<file path="config.mk">
export PLATFORM = sky130hd
export DESIGN_NAME = sevseg_capture_flat
export DESIGN_NICKNAME = d
export VERILOG_FILES = /design/src/rtl/sevseg_pkg.sv /design/src/rtl/sevseg_capture_if.sv /design/src/rtl/sevseg_pattern_decode.sv /design/src/rtl/sevseg_capture.sv /design/src/flat_wrapper.sv
export SDC_FILE = /design/constraint.sdc
export NUM_CORES = 1
export LEC_CHECK = 0
export CAP_MARGIN = 0
export CORE_AREA = 2 2 98 100
export CTS_BUF_LIST = sky130_fd_sc_hd__clkbuf_8
export DETAILED_ROUTE_END_ITERATION = 8
export DIE_AREA = 0 0 100 102
export GPL_ROUTABILITY_DRIVEN = 1
export PLACE_DENSITY = 0.79
export SYNTH_ARGS = -nofsm -noshare
export SYNTH_HDL_FRONTEND = slang
export SYNTH_HIERARCHICAL = 1
export SYNTH_SLANG_ARGS = --single-unit
</file>
<file path="constraint.sdc">
create_clock -name sys_clk -period 4.3 [get_ports sys_clk]
set_input_delay 0.86 -clock sys_clk [delete_from_list [all_inputs] [get_ports sys_clk]]
set_output_delay 0.86 -clock sys_clk [all_outputs]
set_load 0.05 [all_outputs]
</file>
<file path="src/rtl/sevseg_pkg.sv">
// Shared definitions for the seven-segment capture block: segment code table,
// FSM and anode-action encodings, default timing constants and anode helpers.
package sevseg_pkg;

  localparam logic [15:0] SETTLE_CYCLES_DEF = 16'd8;
  localparam logic [19:0] FRAME_TIMEOUT_DEF = 20'h40000;

  // Active-low cathode patterns {ca..cg}; entry k shows hex digit k.
  localparam logic [15:0][6:0] SEG_CODES = {
    7'b0111000, // F
    7'b0010000, // E
    7'b1000010, // d
    7'b0110001, // C
    7'b1100000, // b
    7'b0001000, // A
    7'b0000100, // 9
    7'b0000000, // 8
    7'b0001111, // 7
    7'b0100000, // 6
    7'b0100100, // 5
    7'b1001100, // 4
    7'b0000110, // 3
    7'b0010010, // 2
    7'b1001111, // 1
    7'b0000001  // 0
  };

  localparam logic [6:0] BLANK_CODE = 7'b1111111;

  typedef enum logic [1:0] {HUNT, SETTLE, HOLD} state_t;

  typedef enum logic [1:0] {ACT_STAY, ACT_ADVANCE, ACT_EMIT, ACT_ABORT} act_t;

  // Index of the lowest asserted (low) anode; only meaningful when exactly one is low.
  function automatic logic [1:0] anode_index(input logic [3:0] an);
    logic [1:0] idx;
    idx = 2'd0;
    for (int k = 3; k >= 0; k--) begin
      if (!an[k]) idx = 2'(k);
    end
    return idx;
  endfunction

  function automatic logic multi_low(input logic [3:0] an);
    logic [3:0] low;
    low = ~an;
    return (low & (low - 4'd1)) != 4'd0;
  endfunction

endpackage

</file>
<file path="src/rtl/sevseg_capture_if.sv">
// Capture result bus. SEVSEG_CAPTURE_DP_EN adds the per-digit decimal-point field.
interface sevseg_capture_if;
  // o_valid is a one-cycle strobe with no backpressure: o_data/o_blank_mask/o_err
  // are meaningful only while o_valid is high; o_err high with o_valid low marks an abort.
  logic [15:0] o_data;
  logic [3:0]  o_blank_mask;
  logic        o_valid;
  logic        o_err;
`ifdef SEVSEG_CAPTURE_DP_EN
  logic [3:0]  o_dp;

  modport master (output o_data, o_blank_mask, o_valid, o_err, o_dp);
  modport slave  (input  o_data, o_blank_mask, o_valid, o_err, o_dp);
`else
  modport master (output o_data, o_blank_mask, o_valid, o_err);
  modport slave  (input  o_data, o_blank_mask, o_valid, o_err);
`endif
endinterface

</file>
<file path="src/rtl/sevseg_pattern_decode.sv">
// Combinational seven-segment pattern to hex nibble decoder; unknown patterns flag invalid.
module sevseg_pattern_decode
  import sevseg_pkg::*;
(
  input  logic [6:0] i_code,
  output logic [3:0] o_nibble,
  output logic       o_valid
);

  always_comb begin
    o_nibble = 4'd0;
    o_valid  = 1'b0;
    for (int k = 0; k < 16; k++) begin
      if (i_code == SEG_CODES[k]) begin
        o_nibble = 4'(k);
        o_valid  = 1'b1;
      end
    end
  end

endmodule

</file>
<file path="src/rtl/sevseg_capture.sv">
// Recovers a 4-digit hex value from a multiplexed seven-segment display drive.
// Define SEVSEG_CAPTURE_DP_EN to also capture the per-digit decimal points.
module sevseg_capture
  import sevseg_pkg::*;
#(
  parameter logic [15:0] SETTLE_CYCLES = SETTLE_CYCLES_DEF,
  parameter logic [19:0] FRAME_TIMEOUT = FRAME_TIMEOUT_DEF
) (
  input  logic             sys_clk,
  input  logic             sys_rst,
  input  logic [3:0]       an,
  input  logic             ca,
  input  logic             cb,
  input  logic             cc,
  input  logic             cd,
  input  logic             ce,
  input  logic             cf,
  input  logic             cg,
  input  logic             dp,
  sevseg_capture_if.master o_cap,
  output state_t           o_dbg_state
);

  logic [11:0] r_sync1, r_sync2, r_prev;
  state_t      r_state;
  logic [1:0]  r_idx;
  logic [15:0] r_cnt;
  logic [19:0] r_to_cnt;
  logic [15:0] r_buf;
  logic [3:0]  r_blank;
  logic        r_ferr;
`ifdef SEVSEG_CAPTURE_DP_EN
  logic [3:0]  r_dpbuf;
`endif

  logic [3:0]  w_an;
  logic [6:0]  w_seg;
  logic        w_none, w_multi, w_change, w_to_hit, w_code_ok;
  logic [1:0]  w_j;
  logic [3:0]  w_nib;
  act_t        w_act;

  // Sync vector layout: {an[3:0], ca..cg, dp}.
  always_ff @(posedge sys_clk or posedge sys_rst) begin
    if (sys_rst) begin
      r_sync1 <= '0;
      r_sync2 <= '0;
      r_prev  <= '0;
    end else begin
      r_sync1 <= {an, ca, cb, cc, cd, ce, cf, cg, dp};
      r_sync2 <= r_sync1;
      r_prev  <= r_sync2;
    end
  end

  assign w_an     = r_sync2[11:8];
  assign w_seg    = r_sync2[7:1];
  assign w_none   = (w_an == 4'hF);
  assign w_multi  = multi_low(w_an);
  assign w_j      = anode_index(w_an);
  assign w_change = (r_sync2 != r_prev);
  assign w_to_hit = w_none && (r_to_cnt == FRAME_TIMEOUT - 20'd1);

  sevseg_pattern_decode u_decode (
    .i_code   (w_seg),
    .o_nibble (w_nib),
    .o_valid  (w_code_ok)
  );

  // What the currently driven anode means relative to the slot being captured.
  always_comb begin
    w_act = ACT_STAY;
    if (w_none)             w_act = ACT_STAY;
    else if (w_multi)       w_act = ACT_ABORT;
    else if (w_j == r_idx)  w_act = ACT_STAY;
    else if (w_j > r_idx)   w_act = ACT_ADVANCE;
    else if (w_j == 2'd0)   w_act = ACT_EMIT;
    else                    w_act = ACT_ABORT;
  end

  always_ff @(posedge sys_clk or posedge sys_rst) begin
    if (sys_rst) begin
      r_state            <= HUNT;
      r_idx              <= 2'd0;
      r_cnt              <= '0;
      r_to_cnt           <= '0;
      r_buf              <= '0;
      r_blank            <= '0;
      r_ferr             <= 1'b0;
      o_cap.o_data       <= '0;
      o_cap.o_blank_mask <= '0;
      o_cap.o_valid      <= 1'b0;
      o_cap.o_err        <= 1'b0;
`ifdef SEVSEG_CAPTURE_DP_EN
      r_dpbuf            <= '0;
      o_cap.o_dp         <= '0;
`endif
    end else begin
      o_cap.o_valid <= 1'b0;
      o_cap.o_err   <= 1'b0;

      if (!w_none || w_to_hit) r_to_cnt <= '0;
      else                     r_to_cnt <= r_to_cnt + 20'd1;

      // Timeout only fires with all anodes high, so it never collides with an anode event.
      if (w_to_hit) begin
        o_cap.o_data       <= '0;
        o_cap.o_blank_mask <= 4'hF;
        o_cap.o_valid      <= 1'b1;
`ifdef SEVSEG_CAPTURE_DP_EN
        o_cap.o_dp         <= '0;
`endif
        r_state            <= HUNT;
      end else begin
        case (r_state)
          HUNT: begin
            if (w_an == 4'b1110) begin
              r_idx   <= 2'd0;
              r_cnt   <= '0;
              r_buf   <= '0;
              r_blank <= 4'hF;
              r_ferr  <= 1'b0;
`ifdef SEVSEG_CAPTURE_DP_EN
              r_dpbuf <= '0;
`endif
              r_state <= SETTLE;
            end
          end
          SETTLE, HOLD: begin
            case (w_act)
              ACT_ABORT: begin
                o_cap.o_err <= 1'b1;
                r_state     <= HUNT;
              end
              ACT_EMIT: begin
                // Slots never latched in this frame still hold nibble 0 and blank=1.
                o_cap.o_data       <= r_buf;
                o_cap.o_blank_mask <= r_blank;
                o_cap.o_err        <= r_ferr;
                o_cap.o_valid      <= 1'b1;
`ifdef SEVSEG_CAPTURE_DP_EN
                o_cap.o_dp         <= r_dpbuf;
                r_dpbuf            <= '0;
`endif
                r_buf   <= '0;
                r_blank <= 4'hF;
                r_ferr  <= 1'b0;
                r_idx   <= 2'd0;
                r_cnt   <= '0;
                r_state <= SETTLE;
              end
              ACT_ADVANCE: begin
                r_idx   <= w_j;
                r_cnt   <= '0;
                r_state <= SETTLE;
              end
              default: begin
                if (r_state == SETTLE) begin
                  if (w_change || w_none) begin
                    r_cnt <= '0;
                  end else if (r_cnt >= SETTLE_CYCLES - 16'd1) begin
                    r_buf[{r_idx, 2'b00} +: 4] <= w_code_ok ? w_nib : 4'd0;
                    r_blank[r_idx]             <= 1'b0;
                    if (!w_code_ok) r_ferr <= 1'b1;
`ifdef SEVSEG_CAPTURE_DP_EN
                    r_dpbuf[r_idx]             <= ~r_sync2[0];
`endif
                    r_state <= HOLD;
                  end else begin
                    r_cnt <= r_cnt + 16'd1;
                  end
                end
              end
            endcase
          end
          default: r_state <= HUNT;
        endcase
      end
    end
  end

  assign o_dbg_state = r_state;

endmodule

</file>
<file path="src/flat_wrapper.sv">
// flat-port wrapper written by rule: the top's interface ports become plain ports
module sevseg_capture_flat import sevseg_pkg::*;
#(
  parameter logic [15:0] SETTLE_CYCLES = SETTLE_CYCLES_DEF,
  parameter logic [19:0] FRAME_TIMEOUT = FRAME_TIMEOUT_DEF
)
  (sys_clk, sys_rst, an, ca, cb, cc, cd, ce, cf, cg, dp, o_dbg_state, o_cap_o_data, o_cap_o_blank_mask, o_cap_o_valid, o_cap_o_err);
  sevseg_capture_if o_cap_i ();
  input  logic sys_clk;
  input  logic sys_rst;
  input  logic [3:0] an;
  input  logic ca;
  input  logic cb;
  input  logic cc;
  input  logic cd;
  input  logic ce;
  input  logic cf;
  input  logic cg;
  input  logic dp;
  output state_t o_dbg_state;
  output wire logic [$bits(o_cap_i.o_data)-1:0] o_cap_o_data;
  output wire logic [$bits(o_cap_i.o_blank_mask)-1:0] o_cap_o_blank_mask;
  output wire logic [$bits(o_cap_i.o_valid)-1:0] o_cap_o_valid;
  output wire logic [$bits(o_cap_i.o_err)-1:0] o_cap_o_err;
  assign o_cap_o_data = o_cap_i.o_data;
  assign o_cap_o_blank_mask = o_cap_i.o_blank_mask;
  assign o_cap_o_valid = o_cap_i.o_valid;
  assign o_cap_o_err = o_cap_i.o_err;
  sevseg_capture #(.SETTLE_CYCLES(SETTLE_CYCLES), .FRAME_TIMEOUT(FRAME_TIMEOUT)) u_core (.sys_clk(sys_clk), .sys_rst(sys_rst), .an(an), .ca(ca), .cb(cb), .cc(cc), .cd(cd), .ce(ce), .cf(cf), .cg(cg), .dp(dp), .o_cap(o_cap_i), .o_dbg_state(o_dbg_state));
endmodule
</file>
==> flow_metrics.py <==
metrics = {
    "run_status": {
        "run_status": "completed",
    },
    "synth": {
        "synth-async-reset-ratio": 1.000,
        "synthesis.yosys.warnings": 6,
        "syn_area_per_cell_um2": 10.37,
        "postSynthNetCount": 557,
        "post_synth_instance_area_um2": 5443,
        "synth_edf_count": 0,
        "synth.distinct_cells": 54,
        "yosysSeqAreaShare": 0.5471,
        "post_synth_inst_count": 525,
        "netlist.area_leader.share": 0.5471,
        "cell_types_with_the_largest_area_share_after_synthesis": "sky130_fd_sc_hd__dfrtp_1, sky130_fd_sc_hd__ha_1, sky130_fd_sc_hd__nand3_1, sky130_fd_sc_hd__nand2_1, sky130_fd_sc_hd__xor2_1",
        "cell_taking_the_most_area_after_synthesis": "sky130_fd_sc_hd__dfrtp_1",
        "dominantRegCellSynth": "sky130_fd_sc_hd__dfrtp_1",
        "yosys_register_bits": 119,
    },
    "detailed_routing": {
        "met2_length_um": 5216,
        "antenna_viol_nets_final": 0,
        "vias": 4051,
        "finalWirelength_um": 10770,
        "wirelength_met1_um": 4901,
        "drt-vias-per-instance": 5.897,
        "drt_iter0_markers": 289,
        "drc": 0,
        "detailedRoute.firstPassIterationCount": 6,
        "top_layer_used": "met4",
        "met3_length_um": 478,
        "avgRoutedWirePerCell_um": 15.68,
    },
    "critical_path": {
        "critical_path.most_common_cell": "sky130_fd_sc_hd__o21ai_0",
        "cp-start-kind": "flip-flop",
        "top_delay_family_on_crit_path": "compound AO/OA/AOI/OAI gates",
        "slowest_delay_ns": 0.52,
        "timing.critical_path.arrival_ns": 4.25,
        "endpoint_kind": "flip-flop",
        "worstSetupPathType": "reg -> reg",
        "worstPathRequired_ns": 4.65,
        "crit_path_max_fanout": 10,
        "cells_along_the_critical_path": "inv_1, o21ai_0, nand2_1, ha_1, nand2b_1, a21oi_1, o21ai_0, a21oi_1, o21ai_0, inv_1, ha_1, nor2b_1, nand2b_1, a31oi_1, o2bb2ai_1",
        "cp_num_buf_inv": 2,
        "critPathSlowestCell": "sky130_fd_sc_hd__dfrtp_1",
    },
    "clock_network": {
        "post_cts_hold_buffer_count": 0,
        "cts_buffers": 17,
        "clkLatencyLatePin_ns": 0.43,
        "cts_sinks": 119,
        "tritoncts": "built",
        "clockRootBuffer": "sky130_fd_sc_hd__clkbuf_8",
        "cts_htree_levels": 4,
        "clkSlewWorstSetupHoldPaths_ns": 0.07,
        "buffer_levels_on_the_longest_clock_path": 2,
        "postCtsSetupRepairBufs": 0,
        "ctsResizeCount": 0,
    },
    "timing": {
        "achievable-frequency_ghz": 0.2565,
        "max_slew_margin": 0.4869,
        "total_negative_slack_ns": 0,
        "slew_viol_final": 0,
        "finalCritPeriodShare": 0.9066,
        "final.setup_skew_ns": 0.007894,
        "tightestPinTransition_ns": 0.7697,
        "fin_crit_ns": 3.899,
        "final.setup.worst_slack_ns": 0.4014,
        "final_hold_viol_count": 0,
        "report.final.setup_viol": 0,
        "setup_repair_after_global_routing_missed_its_margin": "false",
    },
    "floorplan": {
        "die-width_um": 100,
        "die_h_um": 102,
        "design.die.area_um2": 10200,
        "std_cell_core_area_um2": 9109,
        "std_cell_rows": 35,
        "pin_count": 38,
        "starting_utilization_of_the_core_area": 0.5975,
    },
    "power_and_ir_drop": {
        "power.static_leakage_nw": 2.701,
        "max-vdd-ir-drop_mv": 0.2505,
        "power.density_nw_per_um2": 451.1,
        "design_power_total_mw": 2.838,
    },
    "layout": {
        "fill_cells": 711,
        "final_nets": 596,
        "post-route-cell-area_um2": 6291,
        "drive_gt1_frac": 0.07986,
        "layout-area-overhead-vs-synth_pct": 15.59,
        "antenna_cells": 0,
        "utilization": 0.6907,
    },
    "global_route": {
        "global_route_wire_length_before_repair_um": 18620,
        "globalRouteTotalUtil": 0.2329,
        "globalRouteOverflowTotal": 0,
        "grt_pass1_vias": 3951,
        "pin_count_of_the_biggest_net_entering_global_routing": 65,
        "initial_antenna_violation_count": 0,
    },
    "place": {
        "post-dp-hpwl_um": 7346,
        "detailed_place.area_um2": 5901,
        "post-place-ws_ns": 0.5690,
        "gp_congestion": 0.9276,
        "port_buffers": 37,
    },
    "run": {
        "drv_cap": 0,
    },
    "worst_hold_path": {
        "hold_path_class": "reg -> reg",
    },
}
==> cells in the final DEF, fill, tap and decap left out, drive strengths merged, types with 18 or more instances in the layout <==
master,instances
nor2,41
clkdlybuf4s50,37
nand4,19
nand2,48
nand3,40
xor2,19
clkbuf,19
dfrtp,119
a21oi,24
o21ai,19
nor2b,19
ha,18
==> worst paths after layout <==
kind                                              startpoint                           end  slack (ns)  depth (start not counted)
worst min register to register   u_core/r_sync1[6]$_DFF_PP0_   u_core/r_sync2[6]$_DFF_PP0_        0.35                          0
max in group asynchronous                            sys_rst   u_core/r_idx[1]$_DFFE_PP0P_        2.60                          3
worst min-delay path             u_core/r_sync1[6]$_DFF_PP0_   u_core/r_sync2[6]$_DFF_PP0_        0.35                          0
min in group asynchronous                            sys_rst   u_core/r_sync1[6]$_DFF_PP0_        0.93                          2
worst max register to register  u_core/r_sync2[10]$_DFF_PP0_  u_core/r_buf[15]$_DFFE_PP0P_        0.40                         15
worst max-delay path            u_core/r_sync2[10]$_DFF_PP0_  u_core/r_buf[15]$_DFFE_PP0P_        0.40                         15
==> cell families after synthesis <==
family,synth area share
compound gates,0.1044
xor+xnor,0.04988
fa+ha+maj,0.04138
buf+inv,0.03149
flops,0.5471
mux,0.001839
simple gates,0.2239
==> flip-flops by register name, summed over array words and instances, names as in the netlist <==
signal / count
u_core/r_buf: 16
u_core/r_to_cnt: 20
u_core/r_sync1: 12
u_core/r_idx: 2
u_core/o_cap.o_valid: 1
u_core/o_dbg_state: 2
u_core/r_cnt: 16
u_core/o_cap.o_err: 1
u_core/o_cap.o_blank_mask: 4
u_core/r_sync2: 12
u_core/o_cap.o_data: 16
u_core/r_blank: 4
u_core/r_ferr: 1
u_core/r_prev: 12
==> worst register-to-register path, stage by stage (launching register included) <==
cell                        delay (ns)
sky130_fd_sc_hd__dfrtp_1          0.52
sky130_fd_sc_hd__inv_1            0.12
sky130_fd_sc_hd__o21ai_0          0.18
sky130_fd_sc_hd__nand2_1          0.09
sky130_fd_sc_hd__ha_1             0.37
sky130_fd_sc_hd__nand2b_1         0.16
sky130_fd_sc_hd__a21oi_1          0.07
sky130_fd_sc_hd__o21ai_0          0.22
sky130_fd_sc_hd__a21oi_1          0.11
sky130_fd_sc_hd__o21ai_0          0.35
sky130_fd_sc_hd__inv_1            0.14
sky130_fd_sc_hd__ha_1             0.32
sky130_fd_sc_hd__nor2b_1          0.51
sky130_fd_sc_hd__nand2b_1         0.11
sky130_fd_sc_hd__a31oi_1          0.38
sky130_fd_sc_hd__o2bb2ai_1        0.17
==> layout make-up <==
cell class                      instances  area (um^2)  area share
Multi-Input combinational cell        367         2293      0.3646
Sequential cell                       119         2978      0.4734
Clock inverter                         12        128.9     0.02049
Inverter                               16        62.56    0.009944
Tap cell                              111        138.9     0.02208
Timing Repair Buffer                   43        427.9     0.06802
Clock buffer                           19        261.5     0.04157
==> synth_stat cells, types with 2 or more instances <==
cell,instances
sky130_fd_sc_hd__dfrtp_1,119
sky130_fd_sc_hd__nand2_1,48
sky130_fd_sc_hd__nand3_1,40
sky130_fd_sc_hd__nor2_1,40
sky130_fd_sc_hd__a21oi_1,22
sky130_fd_sc_hd__nand4_1,19
sky130_fd_sc_hd__nor2b_1,19
sky130_fd_sc_hd__xor2_1,19
sky130_fd_sc_hd__ha_1,18
sky130_fd_sc_hd__nor3_1,17
sky130_fd_sc_hd__inv_1,16
sky130_fd_sc_hd__o21ai_0,16
sky130_fd_sc_hd__a31oi_1,12
sky130_fd_sc_hd__clkbuf_1,12
sky130_fd_sc_hd__xnor2_1,12
sky130_fd_sc_hd__nand2b_1,9
sky130_fd_sc_hd__a22o_1,8
sky130_fd_sc_hd__o2bb2ai_1,8
sky130_fd_sc_hd__and2_1,7
sky130_fd_sc_hd__buf_2,5
sky130_fd_sc_hd__nor4_1,5
sky130_fd_sc_hd__and4_1,4
sky130_fd_sc_hd__nand4b_1,4
sky130_fd_sc_hd__and3_1,3
sky130_fd_sc_hd__buf_1,3
sky130_fd_sc_hd__nor3b_1,3
sky130_fd_sc_hd__o2111ai_1,3
sky130_fd_sc_hd__a21oi_2,2
sky130_fd_sc_hd__buf_6,2
sky130_fd_sc_hd__nand3b_1,2
sky130_fd_sc_hd__nor4_2,2
sky130_fd_sc_hd__o211a_1,2
sky130_fd_sc_hd__o21ai_1,2
sky130_fd_sc_hd__or4_4,2
==> metrics by stage <==
step	instances	hold WS (ns)
after floorplan	525	0.3312
after global placement	656	0.3312
after detailed placement	656	0.3371
after CTS	687	0.3530
after global routing	687	0.3577
final	687	0.3506
==> metal layers <==
layer | global-route usage | vias to the layer above
li1 | - | 1933
met1 | 0.3153 | 1978
met4 | 0.08535 | 0
met3 | 0.05472 | 18
met2 | 0.3737 | 122
met5 | 0 | -
==> power by group <==
part           switching, mW  internal (mW)  leakage [nW]
sequential            0.0490           1.17          1.55
combinational          0.430          0.206         0.961
clock                  0.444          0.539         0.193
total                  0.923           1.91          2.70
Note: power is estimated with default switching activity, not from simulation.
